--- config.mk ---
export PLATFORM = sky130hd
export DESIGN_NAME = seg7_capture_decoder
export DESIGN_NICKNAME = d
export VERILOG_FILES = /design/src/rtl/seg7_capture_decoder.sv
export SDC_FILE = /design/constraint.sdc
export NUM_CORES = 1
export LEC_CHECK = 0
export ABC_AREA = 1
export BUFFER_PORTS_ARGS = -buffer_cell sky130_fd_sc_hd__buf_2
export CAP_MARGIN = 0
export CORE_ASPECT_RATIO = 1.25
export CORE_UTILIZATION = 50
export DETAILED_ROUTE_END_ITERATION = 7
export PLACE_DENSITY = 0.75
export SYNTH_ARGS = -nofsm -noshare
export SYNTH_HDL_FRONTEND = slang
export SYNTH_SLANG_ARGS = --single-unit
--- constraint.sdc ---
create_clock -name clk -period 2.9 [get_ports clk]
set_input_delay 0.58 -clock clk [delete_from_list [all_inputs] [get_ports clk]]
set_output_delay 0.58 -clock clk [all_outputs]
set_load 0.05 [all_outputs]
--- src/rtl/seg7_capture_decoder.sv ---
// Reads back a multiplexed 7-segment bus: filters unstable scans, captures each digit's value and
// counts illegal patterns. Define SEG_HEX_EN to also accept the hex glyphs A,b,C,d,E,F.
module seg7_capture_decoder #(
    parameter int NUM_DIGITS    = 4,
    parameter int STABLE_CYCLES = 4
) (
    input  logic                                              clk,
    input  logic                                              rst,
    input  logic [6:0]                                        seg_i,
    input  logic [NUM_DIGITS-1:0]                             an_i,
    input  logic                                              clear_i,
    output logic [4*NUM_DIGITS-1:0]                           digits_o,
    output logic [NUM_DIGITS-1:0]                             digit_valid_o,
    output logic [NUM_DIGITS-1:0]                             digit_blank_o,
    output logic                                              update_o,
    output logic [((NUM_DIGITS > 1) ? $clog2(NUM_DIGITS) : 1)-1:0] digit_idx_o,
    output logic                                              err_o,
    output logic [7:0]                                        err_count_o,
    output logic                                              all_captured_o
);
    localparam int IDX_W = (NUM_DIGITS > 1) ? $clog2(NUM_DIGITS) : 1;
    localparam int CNT_W = $clog2(STABLE_CYCLES + 1);

    typedef enum logic [1:0] {S_IDLE, S_SETTLE, S_HOLD} state_t;

    // Returns {legal, blank, value}.
    function automatic logic [5:0] decode(input logic [6:0] s);
        logic [5:0] r;
        r = 6'b00_0000;
        case (s)
            7'b1111110: r = {2'b10, 4'h0};
            7'b0110000: r = {2'b10, 4'h1};
            7'b1101101: r = {2'b10, 4'h2};
            7'b1111001: r = {2'b10, 4'h3};
            7'b0110011: r = {2'b10, 4'h4};
            7'b1011011: r = {2'b10, 4'h5};
            7'b1011111: r = {2'b10, 4'h6};
            7'b1110000: r = {2'b10, 4'h7};
            7'b1111111: r = {2'b10, 4'h8};
            7'b1111011: r = {2'b10, 4'h9};
`ifdef SEG_HEX_EN
            7'b1110111: r = {2'b10, 4'hA};
            7'b0011111: r = {2'b10, 4'hB};
            7'b1001110: r = {2'b10, 4'hC};
            7'b0111101: r = {2'b10, 4'hD};
            7'b1001111: r = {2'b10, 4'hE};
            7'b1000111: r = {2'b10, 4'hF};
`else
`endif
            7'b0000000: r = {2'b01, 4'h0};
            default:    r = 6'b00_0000;
        endcase
        return r;
    endfunction

    logic [6:0]              seg_s_q, seg_p_q;
    logic [NUM_DIGITS-1:0]   an_s_q, an_p_q;
    state_t                  state_q, state_d;
    logic [CNT_W-1:0]        cnt_q, cnt_d;
    logic [4*NUM_DIGITS-1:0] digits_q, digits_d;
    logic [NUM_DIGITS-1:0]   valid_q, valid_d;
    logic [NUM_DIGITS-1:0]   blank_q, blank_d;
    logic [NUM_DIGITS-1:0]   capt_q, capt_d;
    logic                    update_q, update_d;
    logic                    err_q, err_d;
    logic [IDX_W-1:0]        idx_q, idx_d;
    logic [7:0]              err_cnt_q, err_cnt_d;

    logic                    one_hot;
    logic                    changed;
    logic                    commit;
    logic [IDX_W-1:0]        an_idx;
    logic [5:0]              dec;

    assign one_hot = $onehot(an_s_q);
    assign changed = (seg_s_q != seg_p_q) || (an_s_q != an_p_q);
    assign dec     = decode(seg_s_q);

    always_comb begin
        an_idx = '0;
        for (int i = 0; i < NUM_DIGITS; i++) begin
            if (an_s_q[i]) an_idx = IDX_W'(i);
        end
    end

    // Stability filter: count consecutive identical sample pairs while the anode is one-hot.
    always_comb begin
        state_d = state_q;
        cnt_d   = cnt_q;
        commit  = 1'b0;
        case (state_q)
            S_IDLE: begin
                if (one_hot) begin
                    state_d = S_SETTLE;
                    cnt_d   = CNT_W'(1);
                end else begin
                    cnt_d = '0;
                end
            end
            S_SETTLE: begin
                if (!one_hot) begin
                    state_d = S_IDLE;
                    cnt_d   = '0;
                end else if (changed) begin
                    cnt_d = CNT_W'(1);
                end else begin
                    cnt_d = cnt_q + CNT_W'(1);
                end
            end
            S_HOLD: begin
                if (changed) begin
                    state_d = one_hot ? S_SETTLE : S_IDLE;
                    cnt_d   = one_hot ? CNT_W'(1) : '0;
                end
            end
            default: begin
                state_d = S_IDLE;
                cnt_d   = '0;
            end
        endcase
        if (state_d == S_SETTLE && cnt_d == CNT_W'(STABLE_CYCLES)) begin
            commit  = 1'b1;
            state_d = S_HOLD;
        end
        if (clear_i) begin
            state_d = S_IDLE;
            cnt_d   = '0;
        end
    end

    always_comb begin
        digits_d  = digits_q;
        valid_d   = valid_q;
        blank_d   = blank_q;
        capt_d    = capt_q;
        idx_d     = idx_q;
        err_cnt_d = err_cnt_q;
        update_d  = 1'b0;
        err_d     = 1'b0;
        if (commit) begin
            update_d       = 1'b1;
            idx_d          = an_idx;
            capt_d[an_idx] = 1'b1;
            if (dec[5]) begin
                digits_d[an_idx*4 +: 4] = dec[3:0];
                valid_d[an_idx]         = 1'b1;
                blank_d[an_idx]         = 1'b0;
            end else if (dec[4]) begin
                digits_d[an_idx*4 +: 4] = 4'h0;
                valid_d[an_idx]         = 1'b0;
                blank_d[an_idx]         = 1'b1;
            end else begin
                // Illegal glyph: keep the last good nibble so a glitch does not erase it.
                valid_d[an_idx] = 1'b0;
                blank_d[an_idx] = 1'b0;
                err_d           = 1'b1;
                if (err_cnt_q != 8'hFF) err_cnt_d = err_cnt_q + 8'd1;
            end
        end
        if (clear_i) begin
            digits_d  = '0;
            valid_d   = '0;
            blank_d   = '0;
            capt_d    = '0;
            idx_d     = '0;
            err_cnt_d = '0;
            update_d  = 1'b0;
            err_d     = 1'b0;
        end
    end

    always_ff @(posedge clk) begin
        if (rst) begin
            seg_s_q   <= '0;
            seg_p_q   <= '0;
            an_s_q    <= '0;
            an_p_q    <= '0;
            state_q   <= S_IDLE;
            cnt_q     <= '0;
            digits_q  <= '0;
            valid_q   <= '0;
            blank_q   <= '0;
            capt_q    <= '0;
            idx_q     <= '0;
            err_cnt_q <= '0;
            update_q  <= 1'b0;
            err_q     <= 1'b0;
        end else begin
            seg_s_q   <= seg_i;
            an_s_q    <= an_i;
            seg_p_q   <= seg_s_q;
            an_p_q    <= an_s_q;
            state_q   <= state_d;
            cnt_q     <= cnt_d;
            digits_q  <= digits_d;
            valid_q   <= valid_d;
            blank_q   <= blank_d;
            capt_q    <= capt_d;
            idx_q     <= idx_d;
            err_cnt_q <= err_cnt_d;
            update_q  <= update_d;
            err_q     <= err_d;
        end
    end

    assign digits_o       = digits_q;
    assign digit_valid_o  = valid_q;
    assign digit_blank_o  = blank_q;
    assign update_o       = update_q;
    assign digit_idx_o    = idx_q;
    assign err_o          = err_q;
    assign err_count_o    = err_cnt_q;
    assign all_captured_o = &capt_q;

endmodule

# Yosys cells after proc, flatten, opt, wreduce, memory -nomap -nowiden
# Index checks and enable logic that the tools add are counted.
dict set report op_classes {
  addsub 6
  n_lt_le_gt_ge 2
  n_eq_ne 18
  shift 3
  muxes 27
  bitwise_logic 9
  reduce_logical 12
}
# op n
set ops {}
lappend ops {{$pmux 6 s11} 1}
lappend ops {{$eq 7x7->1 const B} 8}
lappend ops {{$neg 4->34} 1}
lappend ops {{$shift 4x34->16 const A} 1}
lappend ops {{$shiftx 4x34->16} 1}
lappend ops {{$shiftx 4x34->16 const A} 1}
lappend ops {{$bwmux 16} 2}
lappend ops {{$mux 16} 2}
lappend ops {{$eq 7x6->1 const B} 2}
lappend ops {{$mux 2} 6}
lappend ops {{$mux 4} 3}
lappend ops {{$or 4x4->4} 3}
lappend ops {{$mux 3} 3}
lappend ops {{$pmux 3 s3} 1}
lappend ops {{$add 8x1->8 const B} 1}
lappend ops {{$and 4x4->4} 2}
lappend ops {{$ne 8x8->1 const B} 1}
lappend ops {{$reduce_and 4->1} 2}
lappend ops {{$logic_not 7->1} 1}
lappend ops {{$mux 1} 7}
lappend ops {{$ne 7x7->1} 1}
lappend ops {{$pmux 2 s3} 1}
lappend ops {{$add 1x1->2} 2}
lappend ops {{$eq 2x1->1 const B} 2}
lappend ops {{19 further kinds} 22}
dict set report word_totals {
  ff_bits 67
  in_bits 14
  out_inout_bits 37
  elab_cells 92
}

# Depth between registers and ports, before layout
dict set report logic_depth {
  ltp_word 11
  depth_mapped 17
  depth_no_buf 17
}

# Least setup slack after synthesis
# Ideal clock, no wire load.
dict set report synth_timing {
  path_type {register -> register}
  startpoint {reg an_s_q[0]}
  endpoint {reg err_cnt_q[1], in the netlist err_count_o[1]}
  setup_time_ps 113
  arrival_ps 2468
  required_ps 2787
  path_slack_ps 319
  stages_incl_launch_ff 17
  n_path_buf 1
  synth_period_minus_slack_ps 2581
  path_cell_list {dfxtp_1 inv_1 fa_1 inv_1 ha_1 ha_1 nor2_1 nand2_1 nor2_1 nand4_1 nand2_1 nand2_1 nor2_4 buf_6 nand3_1 nor2_1 nor2_1}
}
dict set report synth_via {
  elab_chain_cells 10
  word_cells_on_any_way 20
  cone_classes {add/sub (2); eq/ne (4); mux (11); reduce/logical (3)}
}
# item line_no
set synth_lines {}
lappend synth_lines {{start, declared} 57} ;# logic [NUM_DIGITS-1:0] an_s_q, an_p_q;
lappend synth_lines {{start signal, assigned} 190} ;# an_s_q <= an_i;
lappend synth_lines {{$add 1x1->2 (implied by the code)} 75} ;# assign one_hot = $onehot(an_s_q);
lappend synth_lines {{$add 2x2->3 (implied by the code)} 75}
lappend synth_lines {{$eq 3x1->1} 75}
lappend synth_lines {{$mux 1} {93, 112, 113}}
lappend synth_lines {{$mux 3 / $mux 2 (equally long branches)} 111} ;# if (changed) begin
lappend synth_lines {{$pmux 3 s3 / $pmux 2 s3 (equally long branches)} 91} ;# case (state_q)
lappend synth_lines {{$eq 3x3->1 / $eq 2x1->1 (equally long branches)} 121} ;# if (state_d == S_SETTLE && cnt_d == CNT_W'(STABLE_CYCLES)) begin
lappend synth_lines {{$logic_and 1x1->1 (*)} 121}
lappend synth_lines {{$mux 1 (*)} 121}
lappend synth_lines {{$reduce_and 4->1 (no source line) (*)} --}
lappend synth_lines {{end signal, assigned} 200} ;# err_cnt_q <= err_cnt_d;
lappend synth_lines {{end, declared} 67} ;# logic [7:0] err_cnt_q, err_cnt_d;
# Mark *: on every way between the ends. The rest lies on a longest branch, timed or not.
# A chain may end at the register's enable or synchronous reset.

# Worst setup path in the final report
dict set report layout_timing {
  startpoint {reg an_s_q[1]}
  endpoint {reg digits_q[6], in the netlist digits_o[6]}
}
dict set report layout_via {
  elab_chain_cells 10
  word_cells_on_any_way 31
  cone_classes {add/sub (3); eq/ne (4); shift (3); mux (18); reduce/logical (3)}
}
# item line_no
set layout_lines {}
lappend layout_lines {{$add 1x1->2 (implied by the code)} 75}
lappend layout_lines {{$add 2x2->3 (implied by the code)} 75}
lappend layout_lines {{$eq 3x1->1} 75}
lappend layout_lines {{$mux 1} {93, 112, 113}}
lappend layout_lines {{$mux 3 / $mux 2 (equally long branches)} 111}
lappend layout_lines {{$pmux 3 s3 / $pmux 2 s3 (equally long branches)} 91}
lappend layout_lines {{$eq 3x3->1 / $eq 2x1->1 (equally long branches)} 121}
lappend layout_lines {{$logic_and 1x1->1} 121}
lappend layout_lines {{$mux 1} 121}
lappend layout_lines {{$reduce_and 2->1 (no source line)} --}
lappend layout_lines {{end signal, assigned} 195} ;# digits_q <= digits_d;
lappend layout_lines {{end, declared} 60} ;# logic [4*NUM_DIGITS-1:0] digits_q, digits_d;
# Parallel ways exist; a longest one is shown, timed or not. The select of a mux whose other input is x is not followed.

==> results by group <==
Yosys
  – Synth Flop Type: dfxtp_1
  – Syn Std Cell Area: about 3600 sq um
  – Number of synthesized flops with an enable pin: 0
  – Post-synth ARST share: 0%
  – Synth Area in Compound Gates: roughly 2.9%
  – Simple logic cell fraction of the synthesized area: between 30% and 40%
  – Mapped Cells: 533
  – Ys Warns: 0
  – Multiplexer share of the synthesized area: 0%
  – Syn nets: 560
  – Synth Area in Adders: between 4 and 5%
  – Synth Area per Inst: 6.74 sq um
  – Synth area leader: dfxtp_1
  – Top cell type's share of synthesized area: between 30% and 40%
  – Dominant cells by area after synthesis: dfxtp_1 (37%), nand2_1 (12%), inv_1 (11%)
  – Synth Register Bits: 67
  – Post-synthesis sequential area ratio: around 37%
  – Largest family of logic cells by synthesized area: simple AND/OR/NAND/NOR gates
  – Synth cell types: 32
  – Post-synthesis xor/xnor area fraction: between 1.5 and 2%

GRT
  – Initial antenna violation count: 0
  – Vias in the first global route: 3080
  – Largest net degree at the start of global routing: 27
  – Total gr overflow: 0
  – First-pass GRT wire length: 12.8 mm
  – Total track usage: a little over a fifth

Power and ir drop
  – Power per Cell Area: 463 nW/um^2
  – Leak: between 0.002 and 0.0025 uW
  – Peak VDD IR: around 430 uV

Layout
  – Diode count: 0
  – Fin cells: between 600 and 700
  – Syn-to-layout area delta: 19.5%
  – Filler cell count in the final layout: ~680
  – Nets: 620
  – Layout cells sized above 1: about a fifth

Placed design
  – Placed insts: 667
  – PortBufs: 50
  – Placer congestion estimate: 0.921
  – Dpl ws: 0.0447 ns
  – Hpwl dp: about 5.6 mm

Detailed routing
  – TritonRoute pass-1 iters: 4
  – DRC viols: 0
  – Antenna Nets Post-Route: 0
  – DRT iter0 DRCs: 192
  – Via-to-Cell Ratio: between 4 and 5
  – Total detailed-routing wirelength: roughly 7.9 mm
  – Drt wl/cell: ~11 microns
  – DR vias: between 3000 and 4000

CTS
  – CTS tree: built
  – Post-cts hold buffer count: 0
  – Skew-Pair Late Insertion Delay: between 0.3 and 0.4 ns
  – Num CTS Buffers: 9
  – Clk slew on worst S/H paths: ~0.070 ns
  – Max clock buf depth: 2
  – Htree depth: 3
  – Clk sink count: 67
  – Clk root buf: clkbuf_8

Status
  – Outcome: complete, no violations

Timing
  – Minimum clock period: 2.79 ns
  – RSZ-0062 raised after global routing: yes
  – Max_slew headroom: between 60 and 70%
  – Slew Limit Fails: 0
  – FMAX: 359 MHz
  – PnR worst setup slack: approximately 0.11 ns
  – Tightest Pin Transition: 0.545 ns
  – Period utilization: a little over nine tenths
  – Final hold viol count: 0
  – Worst clock skew: approximately 0.011 ns
  – Finish-stage setup viols: 0

Setup path
  – Worst path required time: between 3 and 4 ns
  – Crit-path max FO: 8
  – CP Capture Type: flip-flop
  – WS Path Type: flip-flop to flip-flop
  – Crit path arrival time: approximately 3.0 ns
  – CP startpoint kind: flip-flop

Floorplan
  – Number of I/O pins: just over 50
  – Core area: between 6000 and 7000 sq um
  – Die height: between 90 and 100 microns
  – Die Wd: between 70 and 80 microns
  – Initial Util: between 50% and 60%
  – Die Area: between 7000 and 8000 sq um
  – Row count: 34

Min path
  – Hold Path Class: primary input to flip-flop

Flow run
  – Max cap viols: 0
## layout make-up
| type | count | area, sq um | share of cell area (%) |
|---|---|---|---|
| tap | 90 | 113 | 2.62 |
| clock buffer | 13 | 179 | 4.16 |
| sequential | 67 | 1340 | 31.3 |
| inverter | 107 | 402 | 9.35 |
| timing repair buffer | 61 | 367 | 8.53 |
| multi-input combinational | 347 | 1870 | 43.6 |
| clock inverter | 3 | 20.0 | 0.466 |
## cell families after synthesis
family / Yosys count
DFF: 67
AOI/OAI and AO/OA: 21
adders and majority gates: 13
xor gates and xnor gates: 8
buffers and inverters: 120
and+or+nand+nor: 304
## what timing repair did
| action | in CTS | in global routing |
|---|---|---|
| setup endpoints to repair | 0 | 41 |
| endpoints found under the hold margin | 0 | 0 |
| resized for setup | 0 | 27 |
| setup buffers | 0 | 3 |
## layer usage
metal / vias to the layer above / part of all wire (%) / global-route usage (%)
li1: 1744 / - / -
met1: 1488 / 42 / 23.6
met2: 88 / 52 / 37.9
met3: 17 / 4.5 / 6.13
met4: 0 / 2.1 / 9.00
met5: - / 0 / 0
## path summary, 6_finish.rpt
| check | from | endpoint | slack, ns | depth (start not counted) |
|---|---|---|---|---|
| max | an_s_q[1]$_SDFF_PP0_ | digits_o[6]$_SDFFE_PP0P_ | 0.11 | 17 |
| min | an_i[1] | an_s_q[1]$_SDFF_PP0_ | 0.42 | 3 |
| max reg2reg | an_s_q[1]$_SDFF_PP0_ | digits_o[6]$_SDFFE_PP0P_ | 0.11 | 17 |
| min reg2reg | capt_q[2]$_SDFFE_PP0P_ | capt_q[2]$_SDFFE_PP0P_ | 0.46 | 2 |
## critical path, stage by stage, from the launching register on
cell,delay (ns)
dfxtp_2,0.34
inv_2,0.05
fa_1,0.55
inv_2,0.05
ha_4,0.15
ha_4,0.27
nor2_4,0.04
nand2_4,0.09
nor2_4,0.05
nand4_1,0.14
nand2_1,0.09
nor2_1,0.11
nand2_2,0.08
nor2_4,0.26
buf_12,0.17
nand3_2,0.09
nor2_2,0.13
nor2_1,0.05
## Yosys cell counts (2+ instances only)
master,number
nand2_1,116
inv_1,105
nor2_1,102
dfxtp_1,67
nand3_1,32
nand4_1,21
ha_1,12
a21oi_1,11
nor3_1,10
o21ai_0,8
xnor2_1,6
nand2_2,5
buf_2,4
clkbuf_1,4
nand4_4,4
nor2_4,3
buf_4,2
buf_6,2
inv_2,2
nand3_2,2
o21ai_1,2
or2_2,2
xor2_1,2
## layout by cell type (no fill, tap or decap), types with 2 or more instances in the layout
cell type / instances
a21oi_1: 11
buf_2: 50
buf_4: 8
clkbuf_8: 13
clkinvlp_4: 2
dfxtp_1: 65
dfxtp_2: 2
ha_1: 10
ha_4: 2
inv_1: 103
inv_2: 4
nand2_1: 111
nand2_2: 9
nand2_4: 2
nand3_1: 27
nand3_2: 7
nand4_1: 21
nand4_4: 4
nor2_1: 97
nor2_2: 4
nor2_4: 6
nor3_1: 10
o21ai_0: 6
o21ai_1: 4
or2_2: 2
xnor2_1: 6
xor2_1: 2
## stage by stage
| stage | setup TNS (ns) | instance area [sq um] | power, uW | hold WS [ns] | utilization (%) |
|---|---|---|---|---|---|
| after CTS | 0 | 4140 | 1970 | 0.412 | 59.4 |
| after floorplan | 0 | 3590 | 1150 | 0.436 | - |
| final | 0 | 4300 | 1990 | 0.425 | 61.6 |
| after global placement | 0 | 3950 | 1200 | 0.444 | 56.5 |
| after global routing | -0.351 | 4300 | 2070 | 0.416 | 61.6 |
| after detailed placement | 0 | 3950 | 1210 | 0.449 | 56.5 |
## power breakdown
group / total (uW) / switching, uW / internal, uW
combinational: 276 / 186 / 89.8
sequential: 951 / 14.9 / 936
clock: 761 / 359 / 402
Power figures use the tool's default switching activity.
